**config.mk**
```make
export PLATFORM = sky130hd
export DESIGN_NAME = twiddle_gen_flat
export DESIGN_NICKNAME = d
export VERILOG_FILES = /design/src/rtl/twiddle_pkg.sv /design/src/rtl/twiddle_gen_if.sv /design/src/rtl/twiddle_quarter_rom.sv /design/src/rtl/twiddle_gen.sv /design/src/flat_wrapper.sv
export SDC_FILE = /design/constraint.sdc
export NUM_CORES = 1
export LEC_CHECK = 0
export ABC_AREA = 0
export BUFFER_PORTS_ARGS = -buffer_cell sky130_fd_sc_hd__buf_2
export CORE_MARGIN = 4
export CORE_UTILIZATION = 25
export DETAILED_ROUTE_END_ITERATION = 6
export PLACE_DENSITY = 0.49
export SLEW_MARGIN = 0
export SYNTH_ARGS = -nofsm -noshare
export SYNTH_HDL_FRONTEND = slang
export SYNTH_SLANG_ARGS = --single-unit
export TNS_END_PERCENT = 100
```
**constraint.sdc**
```tcl
create_clock -name clk -period 6.6 [get_ports clk]
set_clock_uncertainty 0.05 [all_clocks]
set_input_delay 0.33 -clock clk [delete_from_list [all_inputs] [get_ports clk]]
set_output_delay 0.33 -clock clk [all_outputs]
set_load 0.005 [all_outputs]
```
**src/rtl/twiddle_pkg.sv**
```systemverilog
// Shared definitions for the twiddle-factor generator: quarter-wave sine
// table entries, quadrant encoding and the quadrant fold used to turn a
// (quadrant, offset) pair into signed cosine/sine values.
package twiddle_pkg;

  typedef enum logic [1:0] {
    QUAD_0 = 2'd0,
    QUAD_1 = 2'd1,
    QUAD_2 = 2'd2,
    QUAD_3 = 2'd3
  } quad_e;

  localparam real TWO_PI = 6.283185307179586476925;

  // Entry m of the quarter table: trunc(2^frac_w * sin(2*pi*m / 2^log2_n)).
  // Only evaluated at elaboration time to build constant ROM contents.
  function automatic int unsigned quarter_sin(input int log2_n, input int frac_w,
                                              input int m);
    real ang;
    ang = TWO_PI * real'(m) / real'(1 << log2_n);
    return $rtoi(real'(1 << frac_w) * $sin(ang));
  endfunction

  // Cosine from the quarter-table reads S[r] and S[Q-r].
  function automatic int fold_cos(input quad_e q, input int s_r, input int s_qr);
    int c;
    case (q)
      QUAD_0:  c = s_qr;
      QUAD_1:  c = -s_r;
      QUAD_2:  c = -s_qr;
      default: c = s_r;
    endcase
    return c;
  endfunction

  // Sine from the quarter-table reads S[r] and S[Q-r].
  function automatic int fold_sin(input quad_e q, input int s_r, input int s_qr);
    int s;
    case (q)
      QUAD_0:  s = s_r;
      QUAD_1:  s = s_qr;
      QUAD_2:  s = -s_r;
      default: s = -s_qr;
    endcase
    return s;
  endfunction

endpackage

```
**src/rtl/twiddle_gen_if.sv**
```systemverilog
// Request/result handshake bundle between the address sequencer, the
// twiddle generator and the complex multiplier.
// slave = the generator, master = the side driving requests / taking results.
interface twiddle_gen_if #(
  parameter int LOG2_N = 5,
  parameter int DATA_W = 16
) ();
  localparam int SW = $clog2(LOG2_N + 1);

  logic              req_valid;
  logic              req_ready;
  logic [SW-1:0]     req_stage;
  logic [LOG2_N-1:0] req_idx;
  logic              req_inv;
  logic              out_valid;
  logic              out_ready;
  logic [DATA_W-1:0] out_re;
  logic [DATA_W-1:0] out_im;
  logic              out_err;

  modport master (
    output req_valid, req_stage, req_idx, req_inv, out_ready,
    input  req_ready, out_valid, out_re, out_im, out_err
  );

  modport slave (
    input  req_valid, req_stage, req_idx, req_inv, out_ready,
    output req_ready, out_valid, out_re, out_im, out_err
  );
endinterface

```
**src/rtl/twiddle_quarter_rom.sv**
```systemverilog
// Quarter-wave sine table, Q+1 unsigned words, two registered read ports.
// Latency: 1 cycle from address to data when en is high.
// Backpressure: en low holds both read registers; data path has no reset.
module twiddle_quarter_rom
  import twiddle_pkg::*;
#(
  parameter int LOG2_N = 5,
  parameter int FRAC_W = 8,
  localparam int Q  = 1 << (LOG2_N - 2),
  localparam int AW = $clog2(Q + 1),
  localparam int W  = FRAC_W + 1
) (
  input  logic          clk,
  input  logic          en,
  input  logic [AW-1:0] addr_r,
  input  logic [AW-1:0] addr_qr,
  output logic [W-1:0]  data_r,
  output logic [W-1:0]  data_qr
);

  logic [W-1:0] rom [0:Q];

  for (genvar m = 0; m <= Q; m++) begin : g_rom
    localparam logic [W-1:0] VAL = W'(quarter_sin(LOG2_N, FRAC_W, m));
    assign rom[m] = VAL;
  end

  // Both reads advance together with the pipeline stage they belong to.
  always_ff @(posedge clk) begin
    if (en) begin
      data_r  <= rom[addr_r];
      data_qr <= rom[addr_qr];
    end
  end

endmodule

```
**src/rtl/twiddle_gen.sv**
```systemverilog
// Twiddle-factor generator: W = cos -/+ j*sin for stage s, index j from one quarter table.
// Latency: 3 register stages (fold/address, ROM read, sign/output), 1 result per cycle.
// Backpressure: per-stage valid bits; req_ready is combinational from out_ready, bubbles collapse.
module twiddle_gen
  import twiddle_pkg::*;
#(
  parameter int LOG2_N = 5,
  parameter int DATA_W = 16,
  parameter int FRAC_W = 8
) (
  input  logic         clk,
  input  logic         rst_n,
  twiddle_gen_if.slave bus
);

  localparam int SW = $clog2(LOG2_N + 1);
  localparam int Q  = 1 << (LOG2_N - 2);
  localparam int AW = $clog2(Q + 1);
  localparam logic [SW-1:0]     MAX_STAGE = SW'(LOG2_N);
  localparam logic [LOG2_N-1:0] R_MASK    = LOG2_N'(Q - 1);
  localparam logic [AW-1:0]     Q_ADDR    = AW'(Q);

  logic en1, en2, en3;

  // Request decode
  logic              in_err;
  logic [LOG2_N-1:0] idx_mask;
  logic [LOG2_N-1:0] k;
  logic [AW-1:0]     r_in;
  quad_e             quad_in;

  // P1
  logic          v1, inv1, err1;
  logic [AW-1:0] r_addr1, qr_addr1;
  quad_e         quad1;

  // P2
  logic              v2, inv2, err2;
  quad_e             quad2;
  logic [FRAC_W:0]   s_r2, s_qr2;

  // P3 / outputs
  logic signed [DATA_W-1:0] cos_w, sin_w, re_n, im_n;
  logic                     out_valid_q, out_err_q;
  logic [DATA_W-1:0]        out_re_q, out_im_q;

  assign en3 = !out_valid_q || bus.out_ready;
  assign en2 = !v2 || en3;
  assign en1 = !v1 || en2;

  assign bus.req_ready = en1;
  assign bus.out_valid = out_valid_q;
  assign bus.out_re    = out_re_q;
  assign bus.out_im    = out_im_q;
  assign bus.out_err   = out_err_q;

  // Map (stage, index) onto the full-size circle and split into quadrant/offset.
  always_comb begin
    in_err   = bus.req_stage > MAX_STAGE;
    idx_mask = LOG2_N'((32'd1 << bus.req_stage) - 32'd1);
    k        = '0;
    if (!in_err) k = (bus.req_idx & idx_mask) << (MAX_STAGE - bus.req_stage);
    r_in     = AW'(k & R_MASK);
    quad_in  = quad_e'(k[LOG2_N-1 -: 2]);
  end

  // P1: fold addresses and request sideband.
  always_ff @(posedge clk or negedge rst_n) begin
    if (!rst_n) begin
      v1       <= 1'b0;
      r_addr1  <= '0;
      qr_addr1 <= '0;
      quad1    <= QUAD_0;
      inv1     <= 1'b0;
      err1     <= 1'b0;
    end else if (en1) begin
      v1       <= bus.req_valid;
      r_addr1  <= r_in;
      qr_addr1 <= Q_ADDR - r_in;
      quad1    <= quad_in;
      inv1     <= bus.req_inv;
      err1     <= in_err;
    end
  end

  twiddle_quarter_rom #(
    .LOG2_N (LOG2_N),
    .FRAC_W (FRAC_W)
  ) u_rom (
    .clk     (clk),
    .en      (en2),
    .addr_r  (r_addr1),
    .addr_qr (qr_addr1),
    .data_r  (s_r2),
    .data_qr (s_qr2)
  );

  // P2: sideband travels alongside the ROM read.
  always_ff @(posedge clk or negedge rst_n) begin
    if (!rst_n) begin
      v2    <= 1'b0;
      quad2 <= QUAD_0;
      inv2  <= 1'b0;
      err2  <= 1'b0;
    end else if (en2) begin
      v2    <= v1;
      quad2 <= quad1;
      inv2  <= inv1;
      err2  <= err1;
    end
  end

  // Quadrant fold, conjugation for forward transforms, error masking.
  always_comb begin
    cos_w = DATA_W'(fold_cos(quad2, int'(s_r2), int'(s_qr2)));
    sin_w = DATA_W'(fold_sin(quad2, int'(s_r2), int'(s_qr2)));
    re_n  = cos_w;
    im_n  = inv2 ? sin_w : -sin_w;
    if (err2) begin
      re_n = '0;
      im_n = '0;
    end
  end

  // P3: output registers, held while the consumer stalls.
  always_ff @(posedge clk or negedge rst_n) begin
    if (!rst_n) begin
      out_valid_q <= 1'b0;
      out_re_q    <= '0;
      out_im_q    <= '0;
      out_err_q   <= 1'b0;
    end else if (en3) begin
      out_valid_q <= v2;
      out_re_q    <= re_n;
      out_im_q    <= im_n;
      out_err_q   <= err2;
    end
  end

endmodule

```
**src/flat_wrapper.sv**
```systemverilog
// flat-port wrapper written by rule: the top's interface ports become plain ports
module twiddle_gen_flat import twiddle_pkg::*;
#(
  parameter int LOG2_N = 5,
  parameter int DATA_W = 16,
  parameter int FRAC_W = 8
)
  (clk, rst_n, bus_req_valid, bus_req_stage, bus_req_idx, bus_req_inv, bus_out_ready, bus_req_ready, bus_out_valid, bus_out_re, bus_out_im, bus_out_err);
  twiddle_gen_if #(.LOG2_N(LOG2_N), .DATA_W(DATA_W)) bus_i ();
  input  logic clk;
  input  logic rst_n;
  input wire logic [$bits(bus_i.req_valid)-1:0] bus_req_valid;
  input wire logic [$bits(bus_i.req_stage)-1:0] bus_req_stage;
  input wire logic [$bits(bus_i.req_idx)-1:0] bus_req_idx;
  input wire logic [$bits(bus_i.req_inv)-1:0] bus_req_inv;
  input wire logic [$bits(bus_i.out_ready)-1:0] bus_out_ready;
  output wire logic [$bits(bus_i.req_ready)-1:0] bus_req_ready;
  output wire logic [$bits(bus_i.out_valid)-1:0] bus_out_valid;
  output wire logic [$bits(bus_i.out_re)-1:0] bus_out_re;
  output wire logic [$bits(bus_i.out_im)-1:0] bus_out_im;
  output wire logic [$bits(bus_i.out_err)-1:0] bus_out_err;
  assign bus_i.req_valid = bus_req_valid;
  assign bus_i.req_stage = bus_req_stage;
  assign bus_i.req_idx = bus_req_idx;
  assign bus_i.req_inv = bus_req_inv;
  assign bus_i.out_ready = bus_out_ready;
  assign bus_req_ready = bus_i.req_ready;
  assign bus_out_valid = bus_i.out_valid;
  assign bus_out_re = bus_i.out_re;
  assign bus_out_im = bus_i.out_im;
  assign bus_out_err = bus_i.out_err;
  twiddle_gen #(.LOG2_N(LOG2_N), .DATA_W(DATA_W), .FRAC_W(FRAC_W)) u_core (.clk(clk), .rst_n(rst_n), .bus(bus_i));
endmodule
```
==> Word-level counts from Yosys, hierarchy flattened <==
Memory sizes are Yosys's and may differ from the RTL's. A register that Yosys moved wholly into a read port is not among the register bits.
Cells that the tools add are included.
{ "totals": {"regBits": 51, "rom_bits": 288, "input_bits": 13, "output_inout_bits": 35, "word_cells": 43, "mem_count": 2} }
{ "op_classes": {"n_addsub": 6, "n_lt_le_gt_ge": 1, "eq_ne": 2, "shifts": 2, "muxes": 6, "bitwise": 3, "reduce_logical": 7} }
{ "mem_list": {"columns": ["memory", "depth", "width", "rd", "rd_clocked_by_memory_dff", "wr", "line", "rtl"], "rows": [
  ["(no name shown)", 16, 9, 1, 1, 0, "twiddle_quarter_rom.sv:32", "data_qr <= rom[addr_qr];"],
  ["(no name shown)", 16, 9, 1, 1, 0, "twiddle_quarter_rom.sv:31", "data_r <= rom[addr_r];"]
]} }
{ "op_table": {"columns": ["op", "count"], "rows": [
  ["$pmux W16 S3", 2],
  ["$mux W16", 3],
  ["$neg A9 Y16", 2],
  ["$neg A16 Y16", 1],
  ["$and A5 B5 Y5", 1],
  ["$mux W5", 1],
  ["$not A3 Y5", 1],
  ["$not A4 Y5", 1],
  ["$shl A1 B3 Y5 const A", 1],
  ["$shl A5 B3 Y5", 1],
  ["$sub A5 B1 Y5 const B", 1],
  ["$sub A4 B3 Y4 const A", 1],
  ["$gt A3 B3 Y1 const B", 1],
  ["$logic_not A1 Y1", 3],
  ["$logic_or A1 B1 Y1", 3],
  ["$sub A3 B3 Y3 const A", 1],
  ["$eq A2 B1 Y1 const B", 1],
  ["$eq A2 B2 Y1 const B", 1],
  ["$logic_not A2 Y1", 1]
]} }

==> Depth between registers and ports, before layout <==
Gate-level depths: netlist of run 1.
{ "depth": {"word_depth": 6, "mapped_depth": 10} }

==> Modules after synthesis <==
A second synthesis of run 1 with hierarchy kept.
{ "unflattened": {"cells_unflattened": 424, "hier_area_um2": 4142.7} }
{ "by_module_without_submodules": {"columns": ["mod", "n_inst", "cells_per_inst", "area_each_um2"], "rows": [
  ["twiddle_gen", 1, 357, 3184.3],
  ["twiddle_quarter_rom", 1, 67, 958.4]
]} }

==> Least setup slack after synthesis of run 1 <==
OpenSTA, ideal clock, no wires.
{ "synth_path": {"path_type": "register -> register", "from": "register u_core.u_rom.data_r[4]", "to": "register u_core.out_im_q[10], in the netlist u_core.bus.out_im[10]", "setup_time_ns": 0.118, "arrival_time_ns": 2.605, "path_slack_ns": 3.827, "stages_incl_launch_ff": 10, "period_less_slack_ns": 2.773, "cell_sequence": "edfxtp_1 or3_1 nor4_1 ha_1 a22oi_1 o31a_1 nand3_1 or4_1 a32o_1 a21o_1"} }
{ "synth_via": {"elab_chain_cells": 5} }
{ "synth_lines": {"columns": ["element", "line", "rtl"], "rows": [
  ["start, declared", "twiddle_quarter_rom.sv:17", "output logic [W-1:0] data_r,"],
  ["$neg A9 Y16", "twiddle_pkg.sv:42", "QUAD_2: s = -s_r;"],
  ["$pmux W16 S3 *", "twiddle_pkg.sv:39", "case (q)"],
  ["$neg A16 Y16", "twiddle_gen.sv:118", "im_n = inv2 ? sin_w : -sin_w;"],
  ["$mux W16 *", "twiddle_gen.sv:118", null],
  ["$mux W16 *", "twiddle_gen.sv:119", "if (err2) begin"],
  ["end signal, assigned", "twiddle_gen.sv:135", "out_im_q <= im_n;"],
  ["end, declared", "twiddle_gen.sv:45", "logic [DATA_W-1:0] out_re_q, out_im_q;"]
]} }
Every way passes the cells marked *; elsewhere a longest branch is shown, timed or not.
A chain may end at the register's enable or synchronous reset.

==> Worst setup path after layout of run 1 <==
{ "layout_path": {"from": "register u_core.quad2[0]", "to": "register u_core.out_im_q[9], in the netlist u_core.bus.out_im[9]"} }
{ "layout_via": {"elab_chain_cells": 5} }
{ "layout_lines": {"columns": ["element", "line", "rtl"], "rows": [
  ["start, declared", "twiddle_gen.sv:39", "quad_e quad2;"],
  ["start signal, assigned", "twiddle_gen.sv:107", "quad2 <= quad1;"],
  ["$eq A2 B2 Y1 (tied with other cells)", "twiddle_pkg.sv:39", null],
  ["$pmux W16 S3 *", "twiddle_pkg.sv:39", null],
  ["$neg A16 Y16", "twiddle_gen.sv:118", null],
  ["$mux W16 *", "twiddle_gen.sv:118", null],
  ["$mux W16 *", "twiddle_gen.sv:119", null]
]} }
Marks and branches as above.

==> impl_results.rst, run 1 <==
.. list-table::
   :header-rows: 1

   * - Metric
     - Value
   * - Dominant register cell in the synthesized netlist
     - sky130_fd_sc_hd__dfrtp_1
   * - DRC viols
     - 0
   * - Final min period
     - 3219 ps
   * - Syn. warnings
     - 0
   * - Cell-internal power
     - 0.001003 W
   * - Run status
     - completed
   * - Worst IR drop on VDD
     - 0.1422 mV
   * - Fin. max-slew vios
     - 0
   * - Insertion delay to the later sink of the worst-skew pair
     - 330 ps
   * - Total inserted antenna cells
     - 0
   * - Measured slew at the worst slew-check pin
     - 1095 ps
   * - Number of buffers added to fix hold violations after cts
     - 0
   * - CTS clock-pin slew for the worst setup and hold paths
     - 60 ps
   * - Total length of routed wires
     - 9.262 mm
   * - GRT Residual Overflow
     - 0
   * - Nets
     - 480
   * - Share of synthesized area occupied by flip-flops and latches
     - 44.49%
   * - Max-capacitance violation count
     - 0
   * - Num rows
     - 45
   * - CTS H-Tree Depth
     - 3
   * - Clock sink count
     - 67
   * - Setup Total Neg Slack
     - 0 ps
   * - Average size of a mapped cell
     - 9.635 um2
   * - Library cell with the largest summed area after synthesis
     - sky130_fd_sc_hd__dfrtp_1
   * - Post-Synthesis Net Count
     - 443
   * - PwrDens
     - 320.4 mW/mm2
   * - Net switching fraction of the power
     - 33.15%
   * - Global placement routability congestion
     - 0.8523
   * - Area share of the leading cell type in the synthesized netlist
     - 31.60%
   * - WS Path Type
     - flop to flop
   * - Total of flip-flops plus latches after synthesis
     - 67
   * - Layout cells sized above 1
     - 19.65%
   * - Per-cell routed wire length
     - 13.95 um
   * - Number of DRC markers in iteration 0
     - 155
   * - Initial antenna violation count
     - 0
   * - Number of port buffers
     - 47
   * - Layout overhead on the synthesized area
     - 18.20%
   * - Number of buffers on the longest clock path
     - 2
   * - Worst hold path type
     - input pin to async pin
   * - Die Width
     - 133.9 um
   * - Portion of the clock cycle consumed by the worst path in the final layout
     - 48.77%
   * - Max FO, Critical Path
     - 35
   * - Number of global-route vias before repair
     - 2993
   * - CTS tree
     - yes
   * - Worst setup slack for register-to-register paths
     - 3380 ps
   * - Fill cell instance count of the final layout
     - 1642
   * - I/O pins
     - 48
   * - Initial core utilization
     - 25.76%
   * - Arrival time reported for the critical path endpoint
     - 3370 ps
   * - Number of buffers inserted during clock tree synthesis
     - 9
   * - Resized Gates After CTS
     - 0
   * - Peak per-stage delay on the critical path
     - 1060 ps
   * - Fraction of power consumed by combinational cells
     - 28.6%
   * - Fraction of power consumed by sequential logic
     - 40.1%
   * - RSZ-0062 raised after global routing
     - no
   * - Post-detail-place hpwl
     - 6.995 mm
   * - Floorplan Core Area
     - 0.01537 mm2
   * - Startpoint Class
     - flop
   * - Cell at the root of the clock tree
     - sky130_fd_sc_hd__clkbuf_16
   * - Cell types occupying the most area after synthesis
     - sky130_fd_sc_hd__dfrtp_1 (32%), sky130_fd_sc_hd__edfxtp_1 (13%), sky130_fd_sc_hd__ha_1 (6.0%), sky130_fd_sc_hd__nand2_1 (5.2%), sky130_fd_sc_hd__o21ai_0 (4.4%)
   * - Worst Reg-to-Reg Cells
     - 6
   * - Clock network power share
     - 31.3%
   * - DIE AREA
     - 0.01792 mm2
   * - Cell total after placement
     - 648
   * - Total via count after detailed routing
     - 3099
   * - CP endpoint kind
     - flop
   * - Cell area after synthesis
     - 0.003960 mm2
   * - Required time at the endpoint of the critical path
     - 6750 ps
   * - Worst-case headroom to the max-slew limit
     - 26.99%
   * - Postcts setup bufs
     - 0
   * - Yosys cell types
     - 59
   * - RR Startpoint
     - u_core.quad2[0]
   * - Library cell contributing the largest single delay on the critical path
     - sky130_fd_sc_hd__dfrtp_1
   * - Non-Filler Instances
     - 664
   * - Worst path cell trace
     - mux4_2 > a2111oi_2 > nand3b_1 > o41ai_1 > xor2_1 > o21ai_0
   * - TritonRoute pass-1 iters
     - 5
   * - Maximum number of pins on one net before global-route repair
     - 51
   * - Pleak
     - 2.054 nW
   * - Share of synthesized registers carrying an async set or reset
     - 74.63%
   * - Overall Global Routing Usage
     - 10.66%
   * - Number of enable flip-flop cells after synthesis
     - 17
   * - Maximum operating frequency
     - 0.3106 GHz
   * - Y dimension of the die
     - 133.9 um
   * - Final hold viol count
     - 0
   * - Count of mapped cells out of synthesis
     - 411
   * - Power spent charging and discharging nets
     - 0.0004972 W
   * - Global-route wire length before repair
     - 15.39 mm
   * - Vias per cell
     - 4.667
   * - Number of antenna-violating nets in the routed design
     - 0
   * - Number of endpoints failing setup at the final stage
     - 0
   * - Reg-to-reg endpoint
     - u_core.bus.out_im[9]
-- placed cells by master (no fill, tap or decap), types with 2 or more instances in the layout --
cell and n:
sky130_fd_sc_hd__nand2_1 55, sky130_fd_sc_hd__dfrtp_1 50, sky130_fd_sc_hd__buf_2 47, sky130_fd_sc_hd__o21ai_0 35
sky130_fd_sc_hd__nor2_1 24, sky130_fd_sc_hd__inv_1 20, sky130_fd_sc_hd__a21oi_1 20, sky130_fd_sc_hd__ha_1 19
sky130_fd_sc_hd__edfxtp_1 17, sky130_fd_sc_hd__xnor2_1 10, sky130_fd_sc_hd__o31ai_1 10, sky130_fd_sc_hd__xor2_1 10
sky130_fd_sc_hd__mux2i_1 9, sky130_fd_sc_hd__nor2b_1 9, sky130_fd_sc_hd__clkbuf_16 9, sky130_fd_sc_hd__or2_2 6
sky130_fd_sc_hd__nor3_1 6, sky130_fd_sc_hd__a21o_1 6, sky130_fd_sc_hd__nand2b_1 5, sky130_fd_sc_hd__nand3_1 5
sky130_fd_sc_hd__mux2_2 5, sky130_fd_sc_hd__o41ai_1 5, sky130_fd_sc_hd__a31oi_1 5, sky130_fd_sc_hd__and3_1 4
sky130_fd_sc_hd__a22o_1 4, sky130_fd_sc_hd__mux4_2 3, sky130_fd_sc_hd__or3_1 3, sky130_fd_sc_hd__clkinv_1 3
sky130_fd_sc_hd__o31a_1 3, sky130_fd_sc_hd__a211oi_1 3, sky130_fd_sc_hd__nor4_1 2, sky130_fd_sc_hd__nand3b_1 2
sky130_fd_sc_hd__nor3b_1 2, sky130_fd_sc_hd__or4_1 2, sky130_fd_sc_hd__a32o_1 2, sky130_fd_sc_hd__o311ai_0 2
sky130_fd_sc_hd__clkinv_2 2, sky130_fd_sc_hd__clkinvlp_4 2, sky130_fd_sc_hd__buf_4 2
-- power by group through the flow --
stage	clock (W)	combinational, W	sequential, W
2_1_floorplan	0	0.000295	0.000582
3_3_place_gp	0	0.000432	0.000606
3_5_place_dp	0	0.000433	0.000610
4_1_cts	0.000481	0.000435	0.000603
5_1_grt	0.000499	0.000481	0.000618
6_report	0.000470	0.000428	0.000602
-- worst max-delay path by stage --
stage / from / endpoint / slack [ps]
after CTS: u_core.u_rom.data_r[4] / u_core.bus.out_im[14] / 3420
final: u_core.quad2[0] / u_core.bus.out_im[9] / 3380
after detailed placement: u_core.quad2[0] / u_core.bus.out_im[9] / 3430
after floorplan: u_core.u_rom.data_r[4] / u_core.bus.out_im[10] / 3830
after global placement: u_core.u_rom.data_r[2] / u_core.bus.out_im[10] / 3420
after global routing: u_core.quad2[0] / u_core.bus.out_im[9] / 3080
-- registers in the layout, indices dropped and copies added, names as in the netlist --
signal                count
u_core.bus.out_err        1
u_core.bus.out_im        16
u_core.bus.out_re        16
u_core.bus.out_valid      1
u_core.err1               1
u_core.err2               1
u_core.inv1               1
u_core.inv2               1
u_core.qr_addr1           4
u_core.quad1              2
u_core.quad2              2
u_core.r_addr1            2
u_core.u_rom.data_qr      9
u_core.u_rom.data_r       8
u_core.v1                 1
u_core.v2                 1
-- cell usage after synthesis (all sizes together), types with 2 or more instances --
master and number:
clkinv 2, mux2i 10, nor4 2, o41ai 5
o31ai 10, or3 3, and3 4, mux2 5
clkbuf 18, nand3 5, nor2b 10, a31oi 5
o31a 3, a32o 2, edfxtp 17, nand2 55
or3b 2, ha 19, xor2 11, mux4 3
o311ai 2, or2 7, nand3b 2, nor2 24
nor3 6, a22o 4, xnor2 10, o21ai 36
a21oi 20, a21o 6, a211oi 4, or4 3
dfrtp 50, buf 5, inv 20, nor3b 2
nand2b 5
-- final cells by class --
type,instances,area [um2],area share (%)
inverter,22,82.58,1.764
tap,211,264.0,5.640
timing repair buffer,49,250.2,5.346
multi-input combinational,299,2029,43.36
clock inverter,7,67.56,1.443
sequential,67,1762,37.64
clock buffer,9,225.2,4.812
-- metrics by stage --
stage          hold WS, ps  utilization, %  cell area [um2]  setup WS [ps]  power [W]
2_1_floorplan       -15.59               -             3960           3827  0.0008766
3_3_place_gp         395.1           28.55             4388           3423   0.001038
3_5_place_dp         396.5           28.55             4388           3435   0.001043
4_1_cts              85.14           30.45             4681           3418   0.001519
5_1_grt              133.7           30.45             4681           3082   0.001598
6_report             58.56           30.45             4681           3381   0.001500
-- worst max-delay path: cells and delay by family, from the launching register on --
kind	cells	cell delay, ps
flops	1	1060
compound gates	3	920
mux	1	670
simple gates	1	200
xor+xnor	1	160
-- routing by layer --
layer  vias up  wire length [um]  part of all wire [%]  GRT usage [%]
met4         0                49                  0.53          2.571
met3         6               504                   5.4          2.588
met1      1478              4311                    47          14.65
met5         -                 0                     0              0
met2        82              4396                    47          16.98
li1       1533                 -                     -              -
-- cells by family (layout without fill, tap and decap cells) --
logic type	Yosys count	in the layout	share of synthesized area (%)
AOI/OAI and AO/OA	107	107	17.92
xor gates and xnor gates	21	21	4.834
adders and majority gates	19	19	6.003
buffers and inverters	45	87	4.328
DFF	67	67	44.49
muxes	18	18	5.750
and+or+nand+nor	134	134	16.68
Note: power is estimated with default switching activity, not from simulation.
==> run 2, diff against run 1 <==
--- a/config.mk
+++ b/config.mk
@@ -5,7 +5,7 @@
 export SDC_FILE = /design/constraint.sdc
 export NUM_CORES = 1
 export LEC_CHECK = 0
-export ABC_AREA = 0
+export ABC_AREA = 1
 export BUFFER_PORTS_ARGS = -buffer_cell sky130_fd_sc_hd__buf_2
 export CORE_MARGIN = 4
 export CORE_UTILIZATION = 25
==> constraint.sdc (replaced) <==
create_clock -name clk -period 3.3 [get_ports clk]
set_clock_uncertainty 0.05 [all_clocks]
set_input_delay 0.165 -clock clk [delete_from_list [all_inputs] [get_ports clk]]
set_output_delay 0.165 -clock clk [all_outputs]
set_load 0.005 [all_outputs]
==> impl_results.rst, run 2 <==
.. list-table::
   :header-rows: 1

   * - Metric
     - Value
   * - CTS H-Tree Depth
     - 3 (unchanged)
   * - Final hold viol count
     - 0 (unchanged)
   * - Yosys cell types
     - 38 (was 59)
   * - Setup Total Neg Slack
     - 0 ps (unchanged)
   * - Measured slew at the worst slew-check pin
     - 754.5 ps (was 1095 ps)
   * - Maximum operating frequency
     - 0.4075 GHz
   * - RR Startpoint
     - u_core.u_rom.data_r[0] (was u_core.quad2[0])
   * - GRT Residual Overflow
     - 0 (unchanged)
   * - RSZ-0062 raised after global routing
     - no (unchanged)
   * - Maximum number of pins on one net before global-route repair
     - 35 (was 51)
   * - M2 GR Usage
     - 21.26% (was 16.98%)
   * - Die Width
     - 134.6 um (was 133.9 um)
   * - Final min period
     - 2454 ps
   * - Required time at the endpoint of the critical path
     - 3080 ps (was 6750 ps)
   * - I/O pins
     - 48 (unchanged)
   * - Initial core utilization
     - 25.41% (was 25.76%)
   * - Layer with the highest usage after global routing
     - met2 (unchanged)
   * - CTS tree
     - yes (unchanged)
   * - Non-Filler Cell Area, Final
     - 0.004753 mm2 (was 0.004681 mm2)
   * - PwrDens
     - 639.0 mW/mm2 (was 320.4 mW/mm2)
   * - Count of mapped cells out of synthesis
     - 521 (was 411)
   * - Num rows
     - 46 (was 45)
   * - Nets
     - 605 (was 480)
   * - Number of port buffers
     - 47 (unchanged)
   * - Y dimension of the die
     - 134.6 um (was 133.9 um)
   * - Net switching fraction of the power
     - 36.61% (was 33.15%)
   * - DRC viols
     - 0 (unchanged)
   * - Average size of a mapped cell
     - 7.692 um2 (was 9.635 um2)
   * - Fin. max-slew vios
     - 0 (unchanged)
   * - Placed Instance Area
     - 0.004469 mm2 (was 0.004388 mm2)
   * - Worst hold path type
     - input pin to flop (was input pin to async pin)
   * - CP endpoint kind
     - output pin (was flop)
   * - Layout overhead on the synthesized area
     - 18.61% (was 18.20%)
   * - Number of buffers inserted during clock tree synthesis
     - 9 (unchanged)
   * - CTS clock-pin slew for the worst setup and hold paths
     - 50 ps (was 60 ps)
   * - Total via count after detailed routing
     - 3626 (was 3099)
   * - Post-detail-place hpwl
     - 8.680 mm (was 6.995 mm)
   * - Total length of routed wires
     - 10.91 mm (was 9.262 mm)
   * - Max-capacitance violation count
     - 0 (unchanged)
   * - Cell types occupying the most area after synthesis
     - sky130_fd_sc_hd__dfrtp_1 (31%), sky130_fd_sc_hd__nand2_1 (14%), sky130_fd_sc_hd__edfxtp_1 (13%), sky130_fd_sc_hd__nand3_1 (6.1%), sky130_fd_sc_hd__ha_1 (5.9%) (was sky130_fd_sc_hd__dfrtp_1 (32%), sky130_fd_sc_hd__edfxtp_1 (13%), sky130_fd_sc_hd__ha_1 (6.0%), sky130_fd_sc_hd__nand2_1 (5.2%), sky130_fd_sc_hd__o21ai_0 (4.4%))
   * - Startpoint Class
     - flop (unchanged)
   * - Fraction of power consumed by sequential logic
     - 39.4% (was 40.1%)
   * - Number of buffers on the longest clock path
     - 2 (unchanged)
   * - Share of synthesized registers carrying an async set or reset
     - 74.63% (unchanged)
   * - Per-cell routed wire length
     - 13.74 um (was 13.95 um)
   * - Global placement routability congestion
     - 0.9014 (was 0.8523)
   * - Worst Reg-to-Reg Cells
     - 15 (was 6)
   * - Total inserted antenna cells
     - 0 (unchanged)
   * - Max FO, Critical Path
     - 21 (was 35)
   * - DIE AREA
     - 0.01812 mm2 (was 0.01792 mm2)
   * - Hold worst-path end
     - u_core.bus.out_valid
   * - Overall Global Routing Usage
     - 12.48% (was 10.66%)
   * - Vias per cell
     - 4.567 (was 4.667)
   * - Cell-internal power
     - 0.001925 W (was 0.001003 W)
   * - Hold path startpoint
     - bus_out_ready
   * - Most common library cell in the layout ignoring fill and taps
     - sky130_fd_sc_hd__nand2_1 (unchanged)
   * - Worst-case headroom to the max-slew limit
     - 49.64% (was 26.99%)
   * - GR Util met1
     - 14.65% (about the same)
   * - Dominant register cell in the synthesized netlist
     - sky130_fd_sc_hd__dfrtp_1 (unchanged)
   * - WS Path Type
     - flop to output pin (was flop to flop)
   * - Arrival time reported for the critical path endpoint
     - 2240 ps (was 3370 ps)
   * - TritonRoute pass-1 iters
     - 5 (unchanged)
   * - Layout cells sized above 1
     - 14.01% (was 19.65%)
   * - Number of enable flip-flop cells after synthesis
     - 17 (unchanged)
   * - Area share of the leading cell type in the synthesized netlist
     - 31.22% (was 31.60%)
   * - Portion of the clock cycle consumed by the worst path in the final layout
     - 74.36%
   * - Top library cells by usage in the layout, fill and taps aside
     - sky130_fd_sc_hd__nand2_1 (151), sky130_fd_sc_hd__inv_1 (54), sky130_fd_sc_hd__dfrtp_1 (50) (was sky130_fd_sc_hd__nand2_1 (55), sky130_fd_sc_hd__dfrtp_1 (50), sky130_fd_sc_hd__buf_2 (47))
   * - Number of antenna-violating nets in the routed design
     - 0 (unchanged)
   * - Run status
     - completed (unchanged)
   * - Initial antenna violation count
     - 0 (unchanged)
   * - Clock sink count
     - 67 (unchanged)
   * - Cell at the root of the clock tree
     - sky130_fd_sc_hd__clkbuf_16 (unchanged)
   * - Share of synthesized area occupied by flip-flops and latches
     - 43.96% (was 44.49%)
   * - Number of global-route vias before repair
     - 3487 (was 2993)
   * - Clock network power share
     - 27.3% (was 31.3%)
   * - Pleak
     - 2.320 nW (was 2.054 nW)
   * - Power spent charging and discharging nets
     - 0.001112 W (was 0.0004972 W)
   * - Postcts setup bufs
     - 0 (unchanged)
   * - Syn. warnings
     - 0 (unchanged)
   * - Global routing met3 resource utilization
     - 4.173% (was 2.588%)
   * - Total of flip-flops plus latches after synthesis
     - 67 (unchanged)
   * - Fraction of power consumed by combinational cells
     - 33.3% (was 28.6%)
   * - Worst setup slack for register-to-register paths
     - 860 ps (was 3380 ps)
   * - Cell area after synthesis
     - 0.004008 mm2 (was 0.003960 mm2)
   * - Number of endpoints failing setup at the final stage
     - 0 (unchanged)
   * - Global-route wire length before repair
     - 17.73 mm (was 15.39 mm)
   * - Leading post-synthesis cells by instance count
     - sky130_fd_sc_hd__nand2_1 (151), sky130_fd_sc_hd__inv_1 (54), sky130_fd_sc_hd__dfrtp_1 (50) (was sky130_fd_sc_hd__nand2_1 (55), sky130_fd_sc_hd__dfrtp_1 (50), sky130_fd_sc_hd__o21ai_0 (35))
   * - Insertion delay to the later sink of the worst-skew pair
     - 330 ps (about the same)
   * - Worst IR drop on VDD
     - 0.2879 mV (was 0.1422 mV)
   * - Post-Synthesis Net Count
     - 553 (was 443)
   * - Floorplan Core Area
     - 0.01577 mm2 (was 0.01537 mm2)
   * - Reg-to-reg endpoint
     - u_core.bus.out_im[10] (was u_core.bus.out_im[9])
   * - Library cell with the largest summed area after synthesis
     - sky130_fd_sc_hd__dfrtp_1 (unchanged)
   * - Number of DRC markers in iteration 0
     - 206 (was 155)
   * - Number of cells traversed by the worst hold path
     - 4
   * - Dominant cell by count in the synthesized netlist
     - sky130_fd_sc_hd__nand2_1 (unchanged)
## run 2: cell count changes after synthesis, moves of 10 or more
cell                       change
sky130_fd_sc_hd__nand2_1      +96
sky130_fd_sc_hd__nand3_1      +44
sky130_fd_sc_hd__inv_1        +34
sky130_fd_sc_hd__nor2_1       +17
sky130_fd_sc_hd__clkbuf_1     -12
sky130_fd_sc_hd__o21ai_0      +12
sky130_fd_sc_hd__nor2b_1      -10
## run 2: critical path, cell delays in order, from the launching register on
cell and delay, ps:
sky130_fd_sc_hd__dfrtp_1 330, sky130_fd_sc_hd__inv_1 60, sky130_fd_sc_hd__nor2_4 80, sky130_fd_sc_hd__inv_1 70
sky130_fd_sc_hd__nor2_2 220, sky130_fd_sc_hd__inv_1 390, sky130_fd_sc_hd__nor2_4 330, sky130_fd_sc_hd__inv_1 220
sky130_fd_sc_hd__buf_2 180
## run 2: logic make-up after synthesis
family | synth area share [%]
flip-flops | 43.96
multiplexers | 0.2498
buffers and inverters | 7.274
AND/OR/NAND/NOR | 28.85
AO/OA/AOI/OAI | 12.86
XOR/XNOR | 0.8743
adder cells (fa/ha/maj) | 5.932
## run 2: metal layers
layer / vias to the layer above / wire, um
met5: - / 0
li1: 1832 / -
met1: 1671 / 4696
met2: 106 / 5363
met4: 0 / 234
met3: 17 / 618
## run 2: power by group through the flow
stage / clock [W] / sequential, W / combinational [W]
6_report: 0.000828 / 0.00120 / 0.00101
5_1_grt: 0.000899 / 0.00123 / 0.00116
4_1_cts: 0.000858 / 0.00120 / 0.00103
3_5_place_dp: 0 / 0.00121 / 0.00102
3_3_place_gp: 0 / 0.00121 / 0.00102
2_1_floorplan: 0 / 0.00119 / 0.000657
## run 2: worst max-delay path by stage
stage	from	slack, ps	to
detailed placement	u_core.u_rom.data_r[0]	850	u_core.bus.out_im[10]
CTS	u_core.bus.out_valid	720	bus_req_ready
finish	u_core.bus.out_valid	850	bus_req_ready
floorplan	u_core.u_rom.data_r[2]	1340	u_core.bus.out_im[10]
global placement	u_core.u_rom.data_r[2]	870	u_core.bus.out_im[14]
global route	u_core.bus.out_valid	510	bus_req_ready
## run 2: through the flow
step	cells	total power, W	hold WS [ps]	worst slack (ps)	util [%]
floorplan	521	0.001849	-180.6	1343	-
global placement	775	0.002235	109.6	866.7	28.34
detailed placement	775	0.002236	109.4	845.5	28.34
CTS	794	0.003088	104.7	722.4	30.14
global route	794	0.003285	129.5	510.9	30.14
finish	794	0.003037	109.6	846.1	30.14
## run 2: what timing repair did
action                                 in CTS  in global routing
gates resized for setup                     0                  0
endpoints found under the hold margin      21                  0
hold buffers                                3                  0
## run 2: cell type report
cell class | count | area, um2
multi-input combinational | 382 | 1954
timing repair buffer | 53 | 287.8
tap | 216 | 270.3
clock buffer | 12 | 236.5
clock inverter | 4 | 17.52
inverter | 60 | 225.2
fill | 1791 | 11020
sequential | 67 | 1762
==> run 3, diff against run 2 <==
--- a/config.mk
+++ b/config.mk
@@ -10,7 +10,7 @@
 export CORE_MARGIN = 4
 export CORE_UTILIZATION = 25
 export DETAILED_ROUTE_END_ITERATION = 6
-export PLACE_DENSITY = 0.49
+export PLACE_DENSITY = 0.5
 export SLEW_MARGIN = 0
 export SYNTH_ARGS = -nofsm -noshare
 export SYNTH_HDL_FRONTEND = slang
==> constraint.sdc (replaced) <==
create_clock -name clk -period 2.12 [get_ports clk]
set_clock_uncertainty 0.05 [all_clocks]
set_input_delay 0.106 -clock clk [delete_from_list [all_inputs] [get_ports clk]]
set_output_delay 0.106 -clock clk [all_outputs]
set_load 0.005 [all_outputs]
==> impl_results.rst, run 3 (synthesis gave the netlist of run 2 again) <==
.. list-table::
   :header-rows: 1

   * - Metric
     - Value
   * - TritonRoute pass-1 iters
     - 4 (was 5)
   * - Max-capacitance violation count
     - 0 (unchanged)
   * - Worst hold path type
     - input pin to flop (unchanged)
   * - Nets
     - 663 (was 605)
   * - Number of endpoints failing setup at the final stage
     - 0 (unchanged)
   * - Number of buffers on the longest clock path
     - 2 (unchanged)
   * - Layout overhead on the synthesized area
     - 33.16% (was 18.61%)
   * - Global-route wire length before repair
     - 18.77 mm (was 17.73 mm)
   * - Cell at the root of the clock tree
     - sky130_fd_sc_hd__clkbuf_16 (unchanged)
   * - Total length of routed wires
     - 11.49 mm (was 10.91 mm)
   * - Run status
     - completed (unchanged)
   * - CTS H-Tree Depth
     - 3 (unchanged)
   * - Floorplan Core Area
     - 0.01577 mm2 (unchanged)
   * - Most common library cell in the layout ignoring fill and taps
     - sky130_fd_sc_hd__nand2_1 (unchanged)
   * - Final core utilization
     - 33.84% (was 30.14%)
   * - Number of global-route vias before repair
     - 3685 (was 3487)
   * - Portion of the clock cycle consumed by the worst path in the final layout
     - 98.08%
   * - DIE AREA
     - 0.01812 mm2 (unchanged)
   * - CTS clock-pin slew for the worst setup and hold paths
     - 50 ps (about the same)
   * - Pleak
     - 2.639 nW (was 2.320 nW)
   * - Per-cell routed wire length
     - 13.49 um (was 13.74 um)
   * - Initial antenna violation count
     - 0 (unchanged)
   * - Insertion delay to the later sink of the worst-skew pair
     - 340 ps (was 330 ps)
   * - CTS tree
     - yes (unchanged)
   * - Number of DRC markers in iteration 0
     - 173 (was 206)
   * - Maximum number of pins on one net before global-route repair
     - 51 (was 35)
   * - Number of port buffers
     - 47 (unchanged)
   * - Final hold viol count
     - 0 (unchanged)
   * - Measured slew at the worst slew-check pin
     - 445.5 ps (was 754.5 ps)
   * - Post-detail-place hpwl
     - 8.931 mm (was 8.680 mm)
   * - Startpoint Class
     - flop (unchanged)
   * - I/O pins
     - 48 (unchanged)
   * - Die Width
     - 134.6 um (unchanged)
   * - Overall Global Routing Usage
     - 13.22% (was 12.48%)
   * - Total via count after detailed routing
     - 3769 (was 3626)
   * - Y dimension of the die
     - 134.6 um (unchanged)
   * - Global placement routability congestion
     - 0.9055 (was 0.9014)
   * - Layout cells sized above 1
     - 25.16% (was 14.01%)
   * - Overall power
     - 0.005377 W (was 0.003037 W)
   * - Top library cells by usage in the layout, fill and taps aside
     - sky130_fd_sc_hd__nand2_1 (149), sky130_fd_sc_hd__buf_4 (59), sky130_fd_sc_hd__inv_1 (51) (was sky130_fd_sc_hd__nand2_1 (151), sky130_fd_sc_hd__inv_1 (54), sky130_fd_sc_hd__dfrtp_1 (50))
   * - GRT Residual Overflow
     - 0 (unchanged)
   * - Final min period
     - 2079 ps
   * - Clock sink count
     - 67 (unchanged)
   * - WS Path Type
     - flop to flop (was flop to output pin)
   * - Hold slack
     - 79.71 ps (was 109.6 ps)
   * - Num rows
     - 46 (unchanged)
   * - Initial core utilization
     - 25.41% (unchanged)
   * - Fin. max-slew vios
     - 0 (unchanged)
   * - Worst-case headroom to the max-slew limit
     - 70.30% (was 49.64%)
   * - Vias per cell
     - 4.424 (was 4.567)
   * - DRC viols
     - 0 (unchanged)
   * - Total inserted antenna cells
     - 0 (unchanged)
   * - Fill cell instance count of the final layout
     - 1695 (was 1791)
   * - Maximum operating frequency
     - 0.4809 GHz
   * - Max FO, Critical Path
     - 3 (was 21)
   * - Setup Total Neg Slack
     - 0 ps (unchanged)
   * - Number of antenna-violating nets in the routed design
     - 0 (unchanged)
   * - CP endpoint kind
     - flop (was output pin)
   * - Worst IR drop on VDD
     - 0.4416 mV (was 0.2879 mV)
   * - Number of buffers inserted during clock tree synthesis
     - 9 (unchanged)
   * - PwrDens
     - 1008 mW/mm2 (was 639.0 mW/mm2)
   * - Required time at the endpoint of the critical path
     - 2300 ps (was 3080 ps)
   * - RSZ-0062 raised after global routing
     - yes (was no)
   * - Arrival time reported for the critical path endpoint
     - 2260 ps (was 2240 ps)
[run 3: worst paths after layout]
path	from	end	slack [ps]	cells past startpoint
max	u_core.u_rom.data_r[1]	u_core.bus.out_im[14]	40	15
min	bus_out_ready	u_core.bus.out_valid	80	4
max reg2reg	u_core.u_rom.data_r[1]	u_core.bus.out_im[14]	40	15
min reg2reg	u_core.bus.out_im[10]	u_core.bus.out_im[10]	420	2
max in group asynchronous	rst_n	u_core.quad2[0]	1510	3
min in group asynchronous	rst_n	u_core.bus.out_re[4]	240	3
[run 3: report_power, final]
part	internal (W)	total [W]	switching, W
sequential	0.00165	0.00184	0.000193
clock	0.00106	0.00160	0.000540
combinational	0.000828	0.00194	0.00111
total	0.00354	0.00538	0.00184
[run 3: critical path, cell delays in order, from the launching register on]
cell and delay [ps]:
sky130_fd_sc_hd__edfxtp_1 420, sky130_fd_sc_hd__inv_2 100, sky130_fd_sc_hd__ha_4 200, sky130_fd_sc_hd__nand3_2 70, sky130_fd_sc_hd__nand2_1 60, sky130_fd_sc_hd__nor2_2 120, sky130_fd_sc_hd__nand2_1 80, sky130_fd_sc_hd__inv_1 60
sky130_fd_sc_hd__ha_2 160, sky130_fd_sc_hd__inv_1 50, sky130_fd_sc_hd__nor2_2 130, sky130_fd_sc_hd__nand4_1 120, sky130_fd_sc_hd__nand2_2 90, sky130_fd_sc_hd__nand4_1 100, sky130_fd_sc_hd__nand3_2 100, sky130_fd_sc_hd__nand2_1 60
[run 3: final cells by class]
| type | instances | area, um2 | share of cell area [%] |
|---|---|---|---|
| Tap cell | 216 | 270.3 | 5.064 |
| Multi-Input combinational cell | 382 | 2014 | 37.75 |
| Sequential cell | 67 | 1763 | 33.04 |
| Inverter | 60 | 229.0 | 4.291 |
| Clock inverter | 4 | 73.82 | 1.383 |
| Timing Repair Buffer | 111 | 739.5 | 13.86 |
| Clock buffer | 12 | 246.5 | 4.619 |
[run 3: through the flow]
| step | instance area (um2) | instances | setup WS [ps] |
|---|---|---|---|
| after global routing | 5336 | 852 | -178.4 |
| final | 5336 | 852 | 40.65 |
| after detailed placement | 4842 | 823 | -45.19 |
| after global placement | 4842 | 823 | -30.53 |
| after floorplan | 4008 | 521 | 163.2 |
| after CTS | 5230 | 843 | 0.6524 |
[run 3: layer usage]
layer  global-route usage (%)  wire length (um)  vias to the layer above
li1                         -                 -                     1944
met1                    16.64              5250                     1741
met2                    22.43              5613                       73
met3                    2.832               472                       11
met4                    4.751               155                        0
met5                        0                 0                        -
[run 3: what timing repair did]
item,CTS,global route
pin swaps,4,16
endpoints found under the hold margin,52,0
endpoints found under the setup margin,3,13
setup buffers,1,9
resized for setup,7,16
hold buffers,3,0
